### src/rtl/player_missile.sv
// player_missile: player-shot controller, clocked once per frame on vsync.
// Launches one missile on a fire press, climbs SPEED px per frame, tests
// against the live enemy grid and reports a kill for exactly one frame.
//
// Ports:
//   vsync         frame clock (rising edge)
//   reset         synchronous, active-high
//   fire          fire button level, already synchronous to vsync
//   playerX       player sprite left X (sprite is 32 px wide)
//   enemy_status  alive bits [column][row]
//   enemy_offset  left X of enemy column 0
//   state         game state, 1 = playing
//   exists        missile in flight / drawn
//   missileX/Y    missile position
//   explode       explosion being shown
//   kill          one-frame kill pulse, with kill_col / kill_row
module player_missile #(
  parameter int SPEED    = 8,
  parameter int START_Y  = 440,
  parameter int HIT_HOLD = 8,
  parameter int COOLDOWN = 15
) (
  input  logic            vsync,
  input  logic            reset,
  input  logic            fire,
  input  logic [9:0]      playerX,
  input  logic [9:0][5:0] enemy_status,
  input  logic [9:0]      enemy_offset,
  input  logic [3:0]      state,
  output logic            exists,
  output logic [9:0]      missileX,
  output logic [9:0]      missileY,
  output logic            explode,
  output logic            kill,
  output logic [3:0]      kill_col,
  output logic [2:0]      kill_row
);

  typedef enum logic [1:0] {S_IDLE, S_FLY, S_HIT} st_t;

  st_t        r_st, w_st;
  logic       r_fire_lo;          // fire was low last frame; cleared by reset so a held button cannot fire
  logic [7:0] r_cool, w_cool;
  logic [7:0] r_hold, w_hold;
  logic       r_exists, w_exists;
  logic [9:0] r_mx, w_mx, r_my, w_my;
  logic       r_explode, w_explode;
  logic       r_kill, w_kill;
  logic [3:0] r_kcol, w_kcol;
  logic [2:0] r_krow, w_krow;

  // Hit test on the registered position against this frame's grid.
  logic [10:0] w_dx;
  logic [9:0]  w_dy;
  logic [3:0]  w_col;
  logic [2:0]  w_row;
  logic        w_in_y, w_alive, w_hit, w_fire_edge;

  assign w_dx   = {1'b0, r_mx} - {1'b0, enemy_offset};
  assign w_col  = w_dx[9:6];
  assign w_dy   = r_my - 10'd32;
  assign w_row  = w_dy[7:5];
  assign w_in_y = (r_my >= 10'd32) && (r_my <= 10'd223);

  always_comb begin
    w_alive = 1'b0;
    if (w_col <= 4'd9 && w_in_y) w_alive = enemy_status[w_col][w_row];
  end

  // dx[10] set means the missile is left of column 0; dx[5] set is the sprite gap.
  assign w_hit       = !w_dx[10] && (w_col <= 4'd9) && !w_dx[5] && w_in_y && w_alive;
  assign w_fire_edge = fire & r_fire_lo;

  always_comb begin
    w_st      = r_st;
    w_cool    = r_cool;
    w_hold    = r_hold;
    w_exists  = r_exists;
    w_mx      = r_mx;
    w_my      = r_my;
    w_explode = r_explode;
    w_kill    = 1'b0;
    w_kcol    = r_kcol;
    w_krow    = r_krow;
    case (r_st)
      S_IDLE: begin
        w_exists = 1'b0;
        if (r_cool != 8'd0) w_cool = r_cool - 8'd1;
        if (w_fire_edge && r_cool == 8'd0) begin
          w_mx     = playerX + 10'd16;
          w_my     = 10'(START_Y);
          w_exists = 1'b1;
          w_st     = S_FLY;
        end
      end
      S_FLY: begin
        if (w_hit) begin
          // position stays at the hit point for the explosion sprite
          w_kill    = 1'b1;
          w_kcol    = w_col;
          w_krow    = w_row;
          w_exists  = 1'b0;
          w_explode = 1'b1;
          w_hold    = 8'(HIT_HOLD);
          w_st      = S_HIT;
        end else if (r_my < 10'(SPEED)) begin
          w_exists = 1'b0;
          w_cool   = 8'(COOLDOWN);
          w_st     = S_IDLE;
        end else begin
          w_my = r_my - 10'(SPEED);
        end
      end
      S_HIT: begin
        // the hit frame itself counts as the first explosion frame
        if (r_hold <= 8'd1) begin
          w_hold    = 8'd0;
          w_explode = 1'b0;
          w_cool    = 8'(COOLDOWN);
          w_st      = S_IDLE;
        end else begin
          w_hold = r_hold - 8'd1;
        end
      end
      default: w_st = S_IDLE;
    endcase
  end

  always_ff @(posedge vsync) begin
    if (reset || state != 4'd1) begin
      r_st      <= S_IDLE;
      r_cool    <= 8'd0;
      r_hold    <= 8'd0;
      r_exists  <= 1'b0;
      r_mx      <= 10'd0;
      r_my      <= 10'd0;
      r_explode <= 1'b0;
      r_kill    <= 1'b0;
      r_kcol    <= 4'd0;
      r_krow    <= 3'd0;
      // leaving play keeps tracking the button; only a real reset forgets it
      r_fire_lo <= reset ? 1'b0 : !fire;
    end else begin
      r_st      <= w_st;
      r_cool    <= w_cool;
      r_hold    <= w_hold;
      r_exists  <= w_exists;
      r_mx      <= w_mx;
      r_my      <= w_my;
      r_explode <= w_explode;
      r_kill    <= w_kill;
      r_kcol    <= w_kcol;
      r_krow    <= w_krow;
      r_fire_lo <= !fire;
    end
  end

  assign exists   = r_exists;
  assign missileX = r_mx;
  assign missileY = r_my;
  assign explode  = r_explode;
  assign kill     = r_kill;
  assign kill_col = r_kcol;
  assign kill_row = r_krow;

endmodule

### config.mk
export PLATFORM = sky130hd
export DESIGN_NAME = player_missile
export DESIGN_NICKNAME = d
export VERILOG_FILES = /design/src/rtl/player_missile.sv
export SDC_FILE = /design/constraint.sdc
export NUM_CORES = 1
export LEC_CHECK = 0
export BUFFER_PORTS_ARGS = -buffer_cell sky130_fd_sc_hd__buf_2
export CAP_MARGIN = 20
export CORE_AREA = 2 2 86 88
export CTS_CLUSTER_DIAMETER = 50
export DETAILED_ROUTE_END_ITERATION = 10
export DIE_AREA = 0 0 88 90
export GPL_TIMING_DRIVEN = 0
export PLACE_DENSITY = 0.82
export SYNTH_ARGS = -nofsm -noshare
export SYNTH_HDL_FRONTEND = slang
export SYNTH_SLANG_ARGS = --single-unit
### constraint.sdc
create_clock -name vsync -period 7.69 [get_ports vsync]
set_clock_uncertainty 0.1 [all_clocks]
set_input_delay 0.769 -clock vsync [delete_from_list [all_inputs] [get_ports vsync]]
set_output_delay 0.769 -clock vsync [all_outputs]
set_load 0.005 [all_outputs]
==> out/qor.csv <==
stage,metric,value,unit
run_status,status,"complete, no violations",
detailed_routing,vias per cell,5.62,
place,Final GP Congestion,0.918,
clock_network,clk_lat worst skew,300,ps
grt,number of global-route vias before repair,3236,
die,Die Y,90,um
clock_network,CTS Hold Bufs,0,
yosys,Synth Flop Type,dfxtp_1,
yosys,mux cell area share after synthesis,10.7,%
detailed_routing,Antenna Nets Post-Route,0,
yosys,Mapped Avg Cell Area,8.27,um^2
critical_path,element type at the critical path end,register,
die,core area,0.00702,mm^2
yosys,post-synthesis cell count,408,
die,I/O pins,117,
critical_path,Startpoint Class,primary input,
grt,initial antenna violation count,0,
yosys,Syn. warnings,0,
grt,largest net degree at the start of global routing,15,
job,Max Cap Viol,0,
critical_path,crit-path max FO,10,
yosys,Synth async-reset ratio,0,%
grt,GRT overflow,0,
yosys,Synth Register Bits,46,
finish,"commonest non-fill, non-tap cell in the layout",buf_2,
timing,setup_tns,0,ps
critical_path,critical path arrival,4510,ps
critical_path,crit path kind,primary input to register,
clock_network,Clock Path Buffers,2,
pwr,PD cells,119,mW/mm^2
timing,final hold violation count,0,
yosys,largest family of logic cells by synthesized area,compound AO/OA/AOI/OAI gates,
clock_network,Post-CTS Setup Inserts,0,
hold_path,Hold Crit Class,register to register,
clock_network,H-tree level count,2,
finish,diode count,0,
clock_network,number of buffers created by CTS,5,
finish,Final #Nets,636,
timing,fin crit share,57.4,%
timing,Slew @ Worst Pin,821,ps
yosys,Post-synth EDFFs,0,
clock_network,CTS Sinks,46,
pwr,Pleak,1.84,nW
finish,Syn-to-layout area delta,23.9,%
detailed_routing,drt first pass iters,7,
pwr,total power,0.500,mW
clock_network,CTS tree,yes,
clock_network,clk slew on worst S/H paths,90,ps
die,Initial Util,48.1,%
pwr,VDD IR max,119,uV
detailed_routing,Via Count,3540,
timing,Final setup violation count,0,
yosys,sequential share of the synthesized area,27.3,%
detailed_routing,DRC,0,
finish,most frequent cells in the layout,"buf_2 (117), dfxtp_1 (46), nor2_1 (43)",
yosys,Post-Synth Adder-Cell Area,7.04,%
finish,share of layout cells above drive strength 1,28.6,%
place,placed cell areas,0.00407,mm^2
timing,fmax,226,MHz
clock_network,clock root buffer,clkbuf_8,
timing,RSZ-0062 raised after global routing,no,
detailed_routing,drt total wl,9290,um
finish,"Design Area, Final",0.00418,mm^2
grt,first-pass GRT wire length,14600,um
timing,Slew headroom,45.2,%
die,DIE AREA,0.00792,mm^2
die,die width,88,um
place,DP Cell Count,622,
yosys,Synth Area in Compound Gates,22.5,%
timing,Tmin final,4420,ps
place,dpl hpwl,7290,um
yosys,Synth Cell Area,0.00338,mm^2
finish,fin cells,630,
clock_network,CTS resizes,0,
detailed_routing,WL/cell,14.7,um
grt,total track usage,22.5,%
critical_path,Critical Path RT,7780,ps
yosys,XOR/XNOR Fraction of Synth Area,3.89,%
place,I/O Buffers,113,
timing,final slew viol count,0,
detailed_routing,Starting DRT DRC Count,255,
die,num rows,31,
yosys,simple-gate share of the synthesized area,21.9,%
yosys,distinct cell type count after synthesis,61,
per-stage QoR:
stage          setup slack [ps]  hold WS (ps)  utilization [%]
5_1_grt                    3100           412             59.6
6_report                   3270           394             59.6
3_5_place_dp               3070           374             58.0
2_1_floorplan              3600           360                -
3_3_place_gp               3120           371             58.0
4_1_cts                    3360           395             59.6
power by group:
group | internal [mW] | total, mW | switching (mW)
combinational | 0.0434 | 0.0830 | 0.0396
clock | 0.0970 | 0.178 | 0.0807
sequential | 0.239 | 0.239 | 0.000511
total | 0.379 | 0.500 | 0.121
worst max-delay path: stages:
cell	delay (ps)
buf_2	70
inv_1	40
ha_1	290
buf_6	130
a21o_1	190
a2bb2oi_1	350
a31oi_1	200
a21oi_1	360
buf_2	300
or4b_2	610
a41o_1	270
and3_1	260
a21oi_2	280
nor2_1	130
a32o_1	240
synthesized netlist by cell type (all sizes together), types with 6 or more instances:
| master | instances | area, um^2 |
|---|---|---|
| nor4 | 7 | 50.1 |
| nor2b | 6 | 37.5 |
| nand2 | 29 | 109 |
| nand2b | 6 | 37.5 |
| xnor2 | 9 | 78.8 |
| dfxtp | 46 | 921 |
| inv | 24 | 90.1 |
| buf | 13 | 91.3 |
| a21oi | 26 | 134 |
| xor2 | 6 | 52.6 |
| mux2i | 18 | 180 |
| clkbuf | 11 | 41.3 |
| mux4 | 8 | 180 |
| ha | 19 | 238 |
| a211oi | 14 | 115 |
| nand3 | 15 | 75.1 |
| nor3 | 12 | 60.1 |
| nor2 | 43 | 161 |
| o21ai | 20 | 104 |
| and3 | 9 | 56.3 |
final timing paths:
check                                startpoint  cells after the start  slack (ps)     endpoint
worst min-delay path                missileX[1]                      2         390  missileX[1]
worst max-delay path            enemy_offset[5]                     15        3270    r_hold[7]
worst min register to register      missileX[1]                      2         390  missileX[1]
worst max register to register      missileX[5]                     13        3510    r_hold[7]
kinds of logic (layout without fill, tap and decap cells):
family / Yosys count / count (layout)
XOR/XNOR: 15 / 15
buffers and inverters: 48 / 169
AO/OA/AOI/OAI: 104 / 104
adder cells (fa/ha/maj): 19 / 19
other: 1 / 3
multiplexers: 26 / 26
AND/OR/NAND/NOR: 149 / 149
flip-flops: 46 / 46
flip-flops by register name, summed over array words and instances (netlist names):
name	cells
r_fire_lo	1
exists	1
r_cool	8
explode	1
missileY	7
kill	1
kill_col	4
missileX	10
kill_row	3
r_hold	8
r_st	2
routing by layer:
| layer | global-route usage (%) | share of wire, % | vias to the layer above |
|---|---|---|---|
| li1 | - | - | 1735 |
| met1 | 26.2 | 40 | 1609 |
| met2 | 41.0 | 50 | 173 |
| met3 | 4.22 | 8.3 | 23 |
| met4 | 6.28 | 1.8 | 0 |
| met5 | 0 | 0 | - |
final cells by class:
cell class / instances / area [um^2]
Tap cell: 99 / 124
Buffer: 24 / 133
Multi-Input combinational cell: 316 / 2240
Fill cell: 596 / 2840
Clock buffer: 6 / 72.6
Timing Repair Buffer: 113 / 566
Clock inverter: 2 / 37.5
Inverter: 24 / 90.1
Sequential cell: 46 / 921
Note: power is estimated with default switching activity, not from simulation.
